File: config.mk
export PLATFORM = sky130hd
export DESIGN_NAME = bouncing_box
export DESIGN_NICKNAME = d
export VERILOG_FILES = /design/src/rtl/bouncing_box.sv
export SDC_FILE = /design/constraint.sdc
export NUM_CORES = 1
export LEC_CHECK = 0
export BUFFER_PORTS_ARGS = -buffer_cell sky130_fd_sc_hd__buf_2
export CORE_UTILIZATION = 30
export DETAILED_ROUTE_END_ITERATION = 8
export HOLD_SLACK_MARGIN = 0.12
export PLACE_DENSITY_LB_ADDON = 0.1
export REMOVE_ABC_BUFFERS = 1
export SLEW_MARGIN = 15
export SYNTH_ARGS = -nofsm -noshare
export SYNTH_HDL_FRONTEND = slang
export SYNTH_SLANG_ARGS = --single-unit
File: constraint.sdc
create_clock -name pixel_clock -period 3.2 [get_ports pixel_clock]
set_input_delay 0.16 -clock pixel_clock [delete_from_list [all_inputs] [get_ports pixel_clock]]
set_output_delay 0.16 -clock pixel_clock [all_outputs]
set_load 0.01 [all_outputs]
File: src/rtl/bouncing_box.sv
// Draws a solid square that bounces around the visible area, with a 2-cycle colour/sync pipeline.
// Optional: define BOUNCE_COLOR_CYCLE_EN to step the box colour through an 8-entry palette per bounce.
module bouncing_box #(
    parameter int GRAPHICS_WIDTH   = 1280,
    parameter int GRAPHICS_HEIGHT  = 800,
    parameter int BOX_SIZE         = 64,
    parameter int STEP             = 2,
    parameter int POSITION_REG_MAX = 11,
    parameter int COLOR_BIT_DEPTH  = 4,
    parameter logic [3*COLOR_BIT_DEPTH-1:0] BOX_COLOR = 12'hF80,
    parameter logic H_SYNC_IDLE    = 1'b1,
    parameter logic V_SYNC_IDLE    = 1'b0
) (
    input  logic                        pixel_clock,
    input  logic                        reset_n,
    input  logic [POSITION_REG_MAX:0]   h_position,
    input  logic [POSITION_REG_MAX:0]   v_position,
    input  logic                        visible_area,
    input  logic                        horizontal_sync_in,
    input  logic                        vertical_sync_in,
    output logic [COLOR_BIT_DEPTH-1:0]  vga_r,
    output logic [COLOR_BIT_DEPTH-1:0]  vga_g,
    output logic [COLOR_BIT_DEPTH-1:0]  vga_b,
    output logic                        vga_horizontal_sync,
    output logic                        vga_vertical_sync,
    output logic [7:0]                  bounce_count
);

    localparam int PW = POSITION_REG_MAX + 1;
    localparam int EW = PW + 1;
    localparam int CW = 3 * COLOR_BIT_DEPTH;

    localparam logic [EW-1:0] STEP_E  = EW'(STEP);
    localparam logic [PW-1:0] STEP_P  = PW'(STEP);
    localparam logic [EW-1:0] SIZE_E  = EW'(BOX_SIZE);
    localparam logic [EW-1:0] LIM_X_E = EW'(GRAPHICS_WIDTH - BOX_SIZE);
    localparam logic [PW-1:0] LIM_X_P = PW'(GRAPHICS_WIDTH - BOX_SIZE);
    localparam logic [EW-1:0] LIM_Y_E = EW'(GRAPHICS_HEIGHT - BOX_SIZE);
    localparam logic [PW-1:0] LIM_Y_P = PW'(GRAPHICS_HEIGHT - BOX_SIZE);
    localparam logic [PW-1:0] TICK_V  = PW'(GRAPHICS_HEIGHT);

    // Returns {bounce, next_dir, next_pos}; comparisons use one extra bit so pos+STEP cannot wrap.
    function automatic logic [PW+1:0] axis_next(input logic [PW-1:0] pos, input logic dir,
                                                input logic [EW-1:0] lim_e,
                                                input logic [PW-1:0] lim_p);
        if (!dir) begin
            if (({1'b0, pos} + STEP_E) >= lim_e)
                return {1'b1, 1'b1, lim_p};
            else
                return {1'b0, 1'b0, pos + STEP_P};
        end else begin
            if ({1'b0, pos} <= STEP_E)
                return {1'b1, 1'b0, {PW{1'b0}}};
            else
                return {1'b0, 1'b1, pos - STEP_P};
        end
    endfunction

    logic [PW-1:0] box_x, box_y;
    logic          dir_x, dir_y;
    logic [PW+1:0] next_x, next_y;
    logic          frame_tick, bounce, in_box;
    logic [CW-1:0] box_color;

    assign frame_tick = (v_position == TICK_V) && (h_position == '0);
    assign next_x     = axis_next(box_x, dir_x, LIM_X_E, LIM_X_P);
    assign next_y     = axis_next(box_y, dir_y, LIM_Y_E, LIM_Y_P);
    assign bounce     = next_x[PW+1] | next_y[PW+1];

    assign in_box = ({1'b0, h_position} >= {1'b0, box_x}) &&
                    ({1'b0, h_position} <  ({1'b0, box_x} + SIZE_E)) &&
                    ({1'b0, v_position} >= {1'b0, box_y}) &&
                    ({1'b0, v_position} <  ({1'b0, box_y} + SIZE_E));

    // A corner hit bounces both axes on one tick but counts as a single event.
    always_ff @(posedge pixel_clock or negedge reset_n) begin
        if (!reset_n) begin
            box_x        <= '0;
            box_y        <= '0;
            dir_x        <= 1'b0;
            dir_y        <= 1'b0;
            bounce_count <= 8'd0;
        end else if (frame_tick) begin
            box_x <= next_x[PW-1:0];
            dir_x <= next_x[PW];
            box_y <= next_y[PW-1:0];
            dir_y <= next_y[PW];
            if (bounce)
                bounce_count <= bounce_count + 8'd1;
        end
    end

`ifdef BOUNCE_COLOR_CYCLE_EN
    logic [2:0] palette_idx;

    function automatic logic [CW-1:0] palette(input logic [2:0] idx);
        case (idx)
            3'd0:    return BOX_COLOR;
            3'd1:    return CW'(12'h0F0);
            3'd2:    return CW'(12'h00F);
            3'd3:    return CW'(12'hFF0);
            3'd4:    return CW'(12'h0FF);
            3'd5:    return CW'(12'hF0F);
            3'd6:    return CW'(12'hFFF);
            default: return CW'(12'hF00);
        endcase
    endfunction

    always_ff @(posedge pixel_clock or negedge reset_n) begin
        if (!reset_n)
            palette_idx <= 3'd0;
        else if (frame_tick && bounce)
            palette_idx <= palette_idx + 3'd1;
    end

    assign box_color = palette(palette_idx);
`else
    assign box_color = BOX_COLOR;
`endif

    // Stage 1: hit test against the pre-update position, capture visibility and syncs.
    logic in_box_p1, vld_p1, hsync_p1, vsync_p1;

    always_ff @(posedge pixel_clock or negedge reset_n) begin
        if (!reset_n) begin
            in_box_p1 <= 1'b0;
            vld_p1    <= 1'b0;
            hsync_p1  <= H_SYNC_IDLE;
            vsync_p1  <= V_SYNC_IDLE;
        end else begin
            in_box_p1 <= in_box;
            vld_p1    <= visible_area;
            hsync_p1  <= horizontal_sync_in;
            vsync_p1  <= vertical_sync_in;
        end
    end

    // Stage 2: colour select with blanking, syncs aligned to colour.
    logic [CW-1:0] rgb_p2;
    logic          hsync_p2, vsync_p2;

    always_ff @(posedge pixel_clock or negedge reset_n) begin
        if (!reset_n) begin
            rgb_p2   <= '0;
            hsync_p2 <= H_SYNC_IDLE;
            vsync_p2 <= V_SYNC_IDLE;
        end else begin
            rgb_p2   <= (vld_p1 && in_box_p1) ? box_color : '0;
            hsync_p2 <= hsync_p1;
            vsync_p2 <= vsync_p1;
        end
    end

    assign vga_r               = rgb_p2[CW-1 -: COLOR_BIT_DEPTH];
    assign vga_g               = rgb_p2[2*COLOR_BIT_DEPTH-1 -: COLOR_BIT_DEPTH];
    assign vga_b               = rgb_p2[COLOR_BIT_DEPTH-1:0];
    assign vga_horizontal_sync = hsync_p2;
    assign vga_vertical_sync   = vsync_p2;

endmodule
Yosys cells after proc, flatten, opt, wreduce, memory -nomap -nowiden:

Index checks and enable logic that the tools add are counted.
Widths: inputs -> output; s select.

* register bits after elaboration: 52
* output and inout bits: 22
* logic and storage cells: 45
* bits of input ports: 29

* add/subtract/negate cells: 9
* bitwise logic cells: 1
* magnitude comparators: 8
* eq/ne operators: 1
* multiplexer cells: 7
* reduce and logical (&&, ||, !) cells: 7

Operators with widths (number)
* $mux 14: 6
* $add 12x2->13 const B: 2
* $add 12x7->13 const B: 2
* $lt 12x13->1: 2
* $add 12x2->12 const B: 2
* $ge 12x12->1: 2
* $le 12x2->1 const B: 2
* $sub 12x2->12 const B: 2
* $ge 13x10->1 const B: 1
* $ge 13x11->1 const B: 1
* $eq 12x10->1 const B: 1
* $logic_not 12->1: 1
* $mux 12: 1
* $add 8x1->8 const B: 1
* $logic_and 1x1->1: 5
* $reduce_and 2->1: 1
* $or 1x1->1: 1

Longest topological paths before layout:

* depth after elaboration: 6
* gate-level depth with buffers: 11
* mapped depth without buffers: 10

Worst setup path after synthesis:

OpenSTA, ideal clock, no wires.

* kind: register to register
* start point: register box_y[7]
* end point: register bounce_count[1]
* path buffers: 0
* path slack: 710 ps
* arrival time: 2365 ps
* period minus slack after synthesis: 2490 ps
* setup time: 125 ps
* cell stages (with the launch flop): 9
* data required time: 3075 ps
* cell sequence: dfrtp_1 -> ha_1 -> a21boi_0 -> or4b_1 -> a211oi_2 -> and2b_4 -> a21oi_4 -> o21ai_2 -> mux2_4

* cells in the longest elaborated chain, start to end: 6
* elaborated cells on any way between the ends: 8
* classes of those cells: add/sub: 1; order compare: 2; mux: 3; bitwise: 1; reduce/logical: 1

Ends and longest elaborated chain
* from (decl): RTL line 59 `logic [PW-1:0] box_x, box_y;`
* from (signal assigned): RTL line 86 `box_y <= next_y[PW-1:0];`
* $add 12x2->13: RTL line 47 `if (({1'b0, pos} + STEP_E) >= lim_e)`
* $ge 13x10->1: RTL line 47
* $mux 14: RTL line 47
* $mux 14 (*): RTL line 46 `if (!dir) begin`
* $or 1x1->1 (*): RTL line 68 `assign bounce = next_x[PW+1] | next_y[PW+1];`
* $reduce_and 2->1 (no line) (*)
* to (signal assigned): RTL line 89 `bounce_count <= bounce_count + 8'd1;`
* to (decl): RTL line 26 `output logic [7:0] bounce_count`

Mark *: on every way between the ends. The rest lies on a longest branch, timed or not.
A chain may end at the register's enable or synchronous reset.

Final worst setup path:

* start point: register box_y[1]
* end point: register box_y[5]

* cells in the longest elaborated chain, start to end: 4
* elaborated cells on any way between the ends: 8
* classes of those cells: add/sub: 3; order compare: 2; mux: 3

Ends and longest elaborated chain (RTL line)
* $add 12x2->13: 47
* $ge 13x10->1: 47
* $mux 14: 47
* $mux 14 (*): 46

Marked as above.

==> summary.md <==
| Metric | Value |
|---|---|
| Outcome | completed |
| Register area | roughly 980 sq um |
| Cell count after synthesis | approximately 450 |
| Final wirelength | roughly 11 mm |
| DR iter-0 viols | ~220 |
| Global-route wire length before repair | approximately 18 mm |
| Post-synth EDFFs | 0 |
| CP Capture Type | flop |
| Measured slew at the worst slew-check pin | a little over 0.7 ns |
| Synth area leader | dfrtp_1 |
| Mean post-synth cell area | approximately 8.4 sq um |
| Highest-count cells in the layout ignoring fill and taps | 47 x ha_1, 43 x buf_2, 37 x dfrtp_1, 32 x nor2_1, 32 x o21ai_0 |
| Detailed Place HPWL | 8.34 mm |
| Routability congestion estimate | 0.881 |
| WP data arrival | slightly below 3 ns |
| Max-slew headroom | approximately 52% |
| Async SR Flop Fraction | between 90% and 100% |
| Area grow syn2layout | 15.2% |
| Commonest non-fill, non-tap cell in the layout | ha_1 |
| Pin count of the biggest net entering global routing | 28 |
| Final cycle utilization of the critical path | approximately 90% |
| Crit-path max cell delay | roughly 0.48 ns |
| CP max-delay cell | dfrtp_1 |
| Fin cells | about 650 |
| CTS max path bufs | 2 |
| Critical path fanouts, max | 7 |
| CTS Buf Count | 5 |
| Initial antenna violation count | 0 |
| CP Class | reg2reg |
| PwrDens | approximately 280 mW/mm^2 |
| Area fraction of the dominant cell type after synthesis | about 25% |
| # setup viols final | 0 |
| Clock period minus worst slack | between 2 and 3 ns |
| Placed cells | approximately 640 |
| Initial Utilization | between 30% and 40% |
| Max Clock Skew | around 0.008 ns |
| DRC Markers | 0 |
| Type of the tightest min-delay check | reg2reg |
| Crit path launch type | flop |
| Fmax | 356 MHz |
| Netlist cell types | a little under 70 |
| DR vias/cell | ~5.3 |
| Nets | between 500 and 600 |
| Die area | between 0.01 and 0.015 sq mm |
| CTS tree | built |
| RSZ-0062 raised after global routing | no |
| Core area | between 0.01 and 0.015 sq mm |
| Smallest hold slack | 0.352 ns |
| Total grt overflow | 0 |
| Clock network latency to the later pin of the worst-skew pair | roughly 0.29 ns |
| Largest cells by area after synthesis | dfrtp_1 25%, ha_1 16%, o21ai_0 4.3% |
| Bufs and invs on worst path | 0 |
| Vias | approximately 3.4k |
| Synth warn | 0 |
| Fin. Hold Viols | 0 |
| WL per Instance | 16.4 um |
| Sequential share of the synthesized area | between 20% and 30% |
| ANT cells | 0 |
| PnR worst setup slack | ~0.39 ns |
| Area used by multi-input combinational logic | roughly 0.0025 sq mm |
| Antenna Nets Post-Route | 0 |
| Final Util | a little over a third |
| Clock sinks | 39 |
| Die X | between 100 and 150 um |
| Pleak | roughly 1.8 nW |
| Final setup TNS | 0 ns |
| Number of global-route vias before repair | between 3k and 4k |
| Initial DRT Pass Iterations | 4 |
| Number of fill cells in the layout | 1,294 |
| H-Tree Depth | 2 |
| Root buf cell | clkbuf_16 |
| Global-route usage over all layers | around 18% |
| Largest delay share family, worst path | compound AO/OA/AOI/OAI gates |
| Peak VDD IR | between 200 and 300 uV |
| Clock Pin Slew Worst Setup and Hold Paths | ~0.070 ns |
| Max-cap violations | 0 |
| Post-synthesis cell area | roughly 0.0038 sq mm |
| Synth Flop Type | dfrtp_1 |
| # rows | 40 |
| Flop-to-flop setup slack | 0.39 ns |
| Num ports | around 50 |
| Layout cells sized above 1 | 15.9% |
| Worst-path cell chain | ha_1 -> nand4_1 -> o311ai_1 -> o41ai_1 -> o32ai_4 -> a21oi_2 -> a2111oi_0 -> a21oi_1 |
| Setup bufs post-CTS | 0 |
| Die height | ~110 um |
| Slew Viols, Final | 0 |
| I/O Buffers | 43 |
| WP data required | roughly 3.4 ns |
| Yosys reg bits | 39 |
| Dpl ws | 0.384 ns |
-- final timing paths --
| check | from | endpoint | depth (start not counted) |
|---|---|---|---|
| setup / recovery | box_y[1] | box_y[5] | 8 |
| hold / removal | vsync_p1 | vga_vertical_sync | 0 |
| setup reg to reg | box_y[1] | box_y[5] | 8 |
| hold reg to reg | vsync_p1 | vga_vertical_sync | 0 |
| max in group asynchronous | reset_n | vga_horizontal_sync | 3 |
| min in group asynchronous | reset_n | box_y[5] | 2 |
-- kinds of logic after synthesis --
group / Yosys count / share of synthesized area [%]
buf+inv: 59 / 7.28
simple gates: 146 / 20.6
flops: 39 / 26.0
xor+xnor: 17 / 3.96
other cells: 1 / 0.0996
compound gates: 135 / 25.8
fa+ha+maj: 47 / 15.6
mux: 2 / 0.665
-- per-stage QoR --
step | area (sq um) | total power, mW
4_1_cts | 4340 | 1.21
3_5_place_dp | 4120 | 0.598
2_1_floorplan | 3610 | 0.547
6_report | 4340 | 1.20
3_3_place_gp | 4120 | 0.598
5_1_grt | 4340 | 1.24
-- final cells by class --
class / instances / share of cell area (%)
clock buffers: 5 / 2.89
multi-input cells: 354 / 58.6
well taps: 168 / 4.85
inverters: 26 / 2.25
repair buffers: 58 / 7.79
flip-flops and latches: 39 / 22.6
clock inverters: 3 / 1.10
-- flip-flops by register name, summed over array words and instances, names as in the netlist --
register,count
hsync_p1,1
bounce_count,8
vga_horizontal_sync,1
dir_x,1
vga_vertical_sync,1
rgb_p2,1
in_box_p1,1
box_x,11
box_y,11
dir_y,1
vld_p1,1
vsync_p1,1
-- repair_timing --
action / in CTS / in global routing
setup endpoints to repair: 0 / 0
resized for setup: 0 / 0
endpoints found under the hold margin: 29 / 0
hold buffers: 4 / 0
-- worst register-to-register path, cell delays in order, from the launching register on --
cell	delay, ns
dfrtp_1	0.48
ha_1	0.32
nand4_1	0.29
o311ai_1	0.33
o41ai_1	0.16
o32ai_4	0.43
a21oi_2	0.15
a2111oi_0	0.45
a21oi_1	0.08
-- metal layers --
metal | wire (um) | share of wire [%] | vias to the layer above | global-route usage (%)
li1 | - | - | 1726 | -
met1 | 5340 | 50 | 1640 | 24.3
met2 | 4940 | 46 | 69 | 28.8
met3 | 341 | 3.2 | 7 | 2.39
met4 | 100 | 0.93 | 0 | 4.24
met5 | 0 | 0 | - | 0
-- where the power goes --
group	total (mW)	internal (mW)	leakage (nW)	switching (mW)
sequential	0.499	0.498	0.463	0.000965
clock	0.608	0.373	0.0844	0.235
combinational	0.0923	0.0412	1.28	0.0511
total	1.20	0.912	1.83	0.287
-- cell usage after synthesis (all sizes together) (4+ instances only) --
library cell,count
nor3,20
or3,4
nand2,21
nand4,12
o21ai,34
nand3,18
and3,8
a22oi,4
o211ai,9
ha,47
nand2b,4
o21a,13
a21oi,20
dfrtp,37
inv,25
clkbuf,13
nor2,33
o22ai,7
a21o,5
buf,20
nor2b,6
nor4,7
xnor2,17
Note: power is estimated with default switching activity, not from simulation.
